===== src/rtl/aluout_trace_buffer.sv =====
// Trace buffer for the ALU result stream: first-word-fall-through FIFO with a
// valid/ready drain port, plus a running MISR signature and a saturating sample count.
module aluout_trace_buffer #(
  parameter int                 DATA_W   = 8,
  parameter int                 DEPTH    = 8,
  parameter int                 ADDR_W   = 3,
  parameter logic [DATA_W-1:0]  SIG_POLY = 8'h1D
) (
  input  logic              clk,
  input  logic              reset,
  input  logic              clear,
  input  logic              cap_en,
  input  logic              in_valid,
  input  logic [DATA_W-1:0] in_data,
  output logic              out_valid,
  input  logic              out_ready,
  output logic [DATA_W-1:0] out_data,
  output logic [ADDR_W:0]   count,
  output logic              overflow,
  output logic [DATA_W-1:0] signature,
  output logic [15:0]       sample_cnt
);

  localparam logic [ADDR_W:0] FULL_CNT = (ADDR_W+1)'(DEPTH);

  logic [DATA_W-1:0] mem_q [DEPTH];

  logic [ADDR_W-1:0] wr_ptr_q, wr_ptr_d;
  logic [ADDR_W-1:0] rd_ptr_q, rd_ptr_d;
  logic [ADDR_W:0]   count_q, count_d;
  logic              overflow_q, overflow_d;
  logic [DATA_W-1:0] sig_q, sig_d;
  logic [15:0]       sample_cnt_q, sample_cnt_d;

  logic sample, pop, push, drop, full, wr_en;

  always_comb begin
    // NOTE: every always_comb output gets a default first, otherwise an
    // untaken branch leaves it holding its old value and a latch is inferred.
    wr_ptr_d     = wr_ptr_q;
    rd_ptr_d     = rd_ptr_q;
    count_d      = count_q;
    overflow_d   = overflow_q;
    sig_d        = sig_q;
    sample_cnt_d = sample_cnt_q;

    full   = (count_q == FULL_CNT);
    sample = in_valid & cap_en;
    pop    = (count_q != '0) & out_ready;
    // A full FIFO still accepts a sample when the head leaves in the same cycle.
    push   = sample & (~full | pop);
    drop   = sample & full & ~pop;
    wr_en  = push & ~clear & ~reset;

    if (clear) begin
      wr_ptr_d     = '0;
      rd_ptr_d     = '0;
      count_d      = '0;
      overflow_d   = 1'b0;
      sig_d        = '0;
      sample_cnt_d = '0;
    end else begin
      if (push) wr_ptr_d = wr_ptr_q + 1'b1;
      if (pop)  rd_ptr_d = rd_ptr_q + 1'b1;

      unique case ({push, pop})
        2'b10:   count_d = count_q + 1'b1;
        2'b01:   count_d = count_q - 1'b1;
        default: count_d = count_q;
      endcase

      if (drop) overflow_d = 1'b1;

      // The signature folds in every offered sample, accepted or dropped.
      if (sample) begin
        sig_d = {sig_q[DATA_W-2:0], 1'b0}
              ^ (sig_q[DATA_W-1] ? SIG_POLY : '0)
              ^ in_data;
        if (sample_cnt_q != 16'hFFFF) sample_cnt_d = sample_cnt_q + 16'd1;
      end
    end
  end

  always_ff @(posedge clk) begin
    // NOTE: sequential state uses non-blocking assignments so every flop
    // samples the pre-edge values regardless of statement order.
    if (reset) begin
      wr_ptr_q     <= '0;
      rd_ptr_q     <= '0;
      count_q      <= '0;
      overflow_q   <= 1'b0;
      sig_q        <= '0;
      sample_cnt_q <= '0;
    end else begin
      wr_ptr_q     <= wr_ptr_d;
      rd_ptr_q     <= rd_ptr_d;
      count_q      <= count_d;
      overflow_q   <= overflow_d;
      sig_q        <= sig_d;
      sample_cnt_q <= sample_cnt_d;
    end
  end

  // NOTE: the storage array is deliberately not reset; an entry is only read
  // once written, and leaving it reset-free lets it map onto plain RAM.
  always_ff @(posedge clk) begin
    if (wr_en) mem_q[wr_ptr_q] <= in_data;
  end

  assign out_valid  = (count_q != '0);
  assign out_data   = out_valid ? mem_q[rd_ptr_q] : '0;
  assign count      = count_q;
  assign overflow   = overflow_q;
  assign signature  = sig_q;
  assign sample_cnt = sample_cnt_q;

endmodule


===== config.mk =====
export PLATFORM = sky130hd
export DESIGN_NAME = aluout_trace_buffer
export DESIGN_NICKNAME = d
export VERILOG_FILES = /design/src/rtl/aluout_trace_buffer.sv
export SDC_FILE = /design/constraint.sdc
export NUM_CORES = 1
export LEC_CHECK = 0
export CAP_MARGIN = 20
export CORE_MARGIN = 8
export CORE_UTILIZATION = 53
export DETAILED_ROUTE_END_ITERATION = 7
export GPL_TIMING_DRIVEN = 0
export HOLD_SLACK_MARGIN = 0.02
export PLACE_DENSITY = 0.81
export SLEW_MARGIN = 20
export SYNTH_ARGS = -nofsm -noshare
export SYNTH_HDL_FRONTEND = slang
export SYNTH_SLANG_ARGS = --single-unit
export TNS_END_PERCENT = 50

===== constraint.sdc =====
create_clock -name clk -period 3.3 [get_ports clk]
set_input_delay 0.99 -clock clk [delete_from_list [all_inputs] [get_ports clk]]
set_output_delay 0.99 -clock clk [all_outputs]
set_load 0.05 [all_outputs]

Word-level counts from Yosys, hierarchy flattened --
Memories as Yosys holds them, arrays and structs flattened. A register that Yosys moved wholly into a read port is not among the register bits. Index checks and enable logic that the tools add are counted.
Storage, ports and cells: bits in latches 0, memory bits (read-only) 0, register bits 35, bits in writable memories 64, output and inout port bits 38, memories kept 1
Operators by class: bitwise logic cells 14, add/subtract/negate cells 5, multipliers 0, equal/unequal tests 4, multiplexer cells 7, div/mod/pow operators 0, reductions and logical operators 4, shifts and indexed selects 0, $lt $le $gt $ge 0
Memories:
- mem_q | words 8, width 8, rd ports 1, clocked after memory_dff 1, wr ports 1, line 26 | logic [DATA_W-1:0] mem_q [DEPTH];
Operators with widths (number):
- $add A16 B1 Y16 const B | 1
- $ne A16 B16 Y1 const B | 1
- $mux W8 | 1
- $pmux W4 S2 | 1
- $xor A8 B5 Y8 | 1
- $xor A8 B8 Y8 | 1
- $and A1 B1 Y1 | 7
- $add A3 B1 Y3 const B | 2
- $mux W3 | 2
- $mux W5 | 1
- $add A4 B1 Y4 const B | 1
- $eq A4 B4 Y1 const B | 1
- $not A1 Y1 | 4
- $reduce_bool A4 Y1 | 1
- $sub A4 B1 Y4 const B | 1
- $eq A2 B1 Y1 const B | 1
- $eq A2 B2 Y1 const B | 1
- $mux W1 | 2
- $reduce_and A2 Y1 | 1
- $reduce_bool A2 Y1 | 1
- $reduce_or A2 Y1 | 1
- $or A1 B1 Y1 | 1

Longest topological paths before layout --
depth after elaboration 8, mapped depth 9, depth with buffers taken out 7

Worst setup path before layout --
Ideal clock, no wire load.
path kind register -> output, from register with a tool-made name, to output out_data[5], cell stages (with the launch flop) 6, buffers on the path 2, arrival 1.859 ns, required time 2.310 ns, path slack 0.451 ns, cells stage by stage dfxtp_1 clkbuf_1 buf_1 mux4_2 mux2i_1 nor2_1
RTL lines:
- end: declaration | line 17 | output logic [DATA_W-1:0] out_data,

Worst setup path in the final report --
from input clear, to memory mem_q[6][2], enable pin
On the way: longest elaborated chain between the ends 5
RTL lines:
- start: declaration | line 11 | input logic clear,
- $not A1 Y1 | line 53 | wr_en = push & ~clear & ~reset;
- $and A1 B1 Y1 (2 in series) | line 53
- $mux W1 | line 107 | if (wr_en) mem_q[wr_ptr_q] <= in_data;
- $mux W1 (implied by the code) | line 107
- end: declaration | line 26
Every way passes these cells.

==> qor.yml <==
status:
  status: "complete, but fails checks"
  failed_checks: "negative setup slack"
timing:
  fin_crit_sh: 1.01
  max_freq_mhz: 300
  holdWs_ns: 0.475
  finalSetupTns_ns: -0.215
  clock_skew_ns: 0.0138
  period_needed_ns: 3.33
  finalMaxSlewViolations: 0
  rsz0062_at_grt: "yes"
  relSlewSlack: 0.399
  setup_slack_ns: -0.0302
  setup_viol: 8
  hold_violations: 0
  worstMarginPinSlew_ns: 0.898
die:
  start_util: 0.541
  ios: 52
  core_um2: 8130
  rows: 33
  die_h_um: 107
  die_w_um: 107
  dieArea_um2: 11500
synth:
  synth.area.top_cells: "edfxtp_1 44%, dfxtp_1 17%, mux4_2 8.2%"
  ys_seq_elements: 102
  yosysTopAreaCell: "edfxtp_1"
  synth_cell_type_count: 51
  async_flop_share: 0
  synth_cells: 332
  synth_top_flop_cell: "edfxtp_1"
  yosysWarnings: 0
  ys_seq_area_frac: 0.609
  synth_top_area_share: 0.436
  synth-edff-count: 64
  synth_nets: 350
  syn-cell-area_um2: 4400
  syn_area_per_cell_um2: 13.3
detailed_routing:
  ant_nets: 0
  wl_per_cell_um: 19.7
  via_per_inst: 6.00
  dr.pass1.iters: 4
  drc: 0
  dr_total_vias: 3020
  drt_iter0_drc: 238
  totalWireLength_mm: 9.90
critical_path:
  cp_max_fo: 10
  crit_type: "input pin to flip-flop"
  worstPathCellList: "clkdlybuf4s50_1, nor2_1, clkbuf_1, nand3_1, nor2_1"
  cpMostUsedCell: "nor2_1"
  crit_path_end_kind: "flip-flop"
  slowest_delay_ns: 0.75
  startpoint_type: "input pin"
  slowest_stage: "nor2_1"
  arrival_ns: 3.32
  worstPathRequired_ns: 3.29
  cp_top_family: "simple AND/OR/NAND/NOR gates"
  path_buf_inv: 2
final_layout:
  area_growth_pct: 19.5
  diodes: 0
  layout_common_cells: "64 x edfxtp_1, 42 x clkdlybuf4s50_1, 38 x dfxtp_1"
  final_common_cell: "edfxtp_1"
  nets: 411
  fin_util: 0.647
  drive_above_1_share: 0.153
cts:
  cts_tree: "done"
  insertion_delay_ns: 0.37
  cts_buffer_depth: 2
  cts_buffers: 9
  root_buffer: "clkbuf_8"
  cts.sinks: 102
  htree_levels: 3
  clkSlewWorstSetupHoldPaths_ns: 0.11
  cts_hold_buf: 0
  post_cts_buffers: 0
pwr:
  p_leak_nw: 1.78
  ir_worst_vdd_uv: 224
  power.density_nw_per_um2: 440
  p_int_mw: 1.77
  clock_power_share: 0.348
  p_total_mw: 2.32
  combPwrFrac: 0.063
  p_sw_uw: 543
  swShare: 0.234
  pwr-share-seq: 0.590
placement:
  dpl.hpwl_mm: 6.86
  port_buffers: 51
  dp_slack_ns: -0.402
  gp_congestion: 0.937
global_route:
  grt_first_pass_wirelength_mm: 15.8
  grt_overflow: 0
  antenna_found_initial: 0
  grt_use_total: 0.176
  first_global_vias: 3025
  grt_max_degree: 19
min_path:
  hold_class: "flip-flop to flip-flop"
job:
  max_cap_violations: 0
cell families after synthesis:
family,share of synthesized area
adders and majority gates,0.0114
buffers and inverters,0.0185
xor gates and xnor gates,0.0318
muxes,0.109
DFF,0.609
AOI/OAI and AO/OA,0.0855
and+or+nand+nor,0.135
stage by stage:
stage / area, um^2 / std cells
final: 5270 / 503
after global routing: 5270 / 503
after CTS: 5260 / 503
after detailed placement: 5060 / 488
after global placement: 5050 / 488
after floorplan: 4400 / 332
power groups by stage:
stage / Combinational (mW) / Sequential, mW / Clock (mW)
detailed placement: 0.146 / 1.39 / 0
global placement: 0.142 / 1.39 / 0
global route: 0.156 / 1.37 / 0.856
CTS: 0.145 / 1.37 / 0.809
finish: 0.145 / 1.37 / 0.805
floorplan: 0.0702 / 1.41 / 0
flip-flops by register name, summed over array words and instances (netlist names), named ones only:
name and cells:
count 4, mem_q 64, overflow 1, rd_ptr_q 3, sample_cnt 16, signature 8, wr_ptr_q 3
layout make-up:
type,instances,area (um^2)
fill,609,2870
sequential,102,2680
multi-input combinational,211,1660
timing repair buffer,51,499
tap,105,131
clock buffer,9,124
clock inverter,7,80.1
buffer,15,78.8
inverter,3,11.3
final timing paths:
check	start	end	slack [ns]	depth (start not counted)
max	clear	mem_q[6][2]	-0.03	5
min	overflow	overflow	0.48	1
max reg2reg	count[1]	mem_q[6][2]	0.83	5
min reg2reg	overflow	overflow	0.48	1
cell usage after synthesis (all sizes together) (9+ instances only):
library cell  instances
edfxtp               64
dfxtp                38
nor2                 33
nand2                23
mux4                 16
a21oi                15
xnor2                13
mux2i                12
nand3                11
buf                  10
o21ai                 9
layer usage:
metal / track usage / share of wire / vias to the layer above
li1: - / - / 1394
met1: 0.215 / 0.42 / 1496
met2: 0.296 / 0.50 / 110
met3: 0.0336 / 0.063 / 20
met4: 0.0794 / 0.022 / 0
met5: 0 / 0 / -
timing repair:
| item | CTS | global route |
|---|---|---|
| hold endpoints to repair | 0 | 0 |
| gates resized for setup | 14 | 5 |
| setup endpoints to repair | 27 | 64 |
No activity file was read; power rests on OpenSTA's default activity.
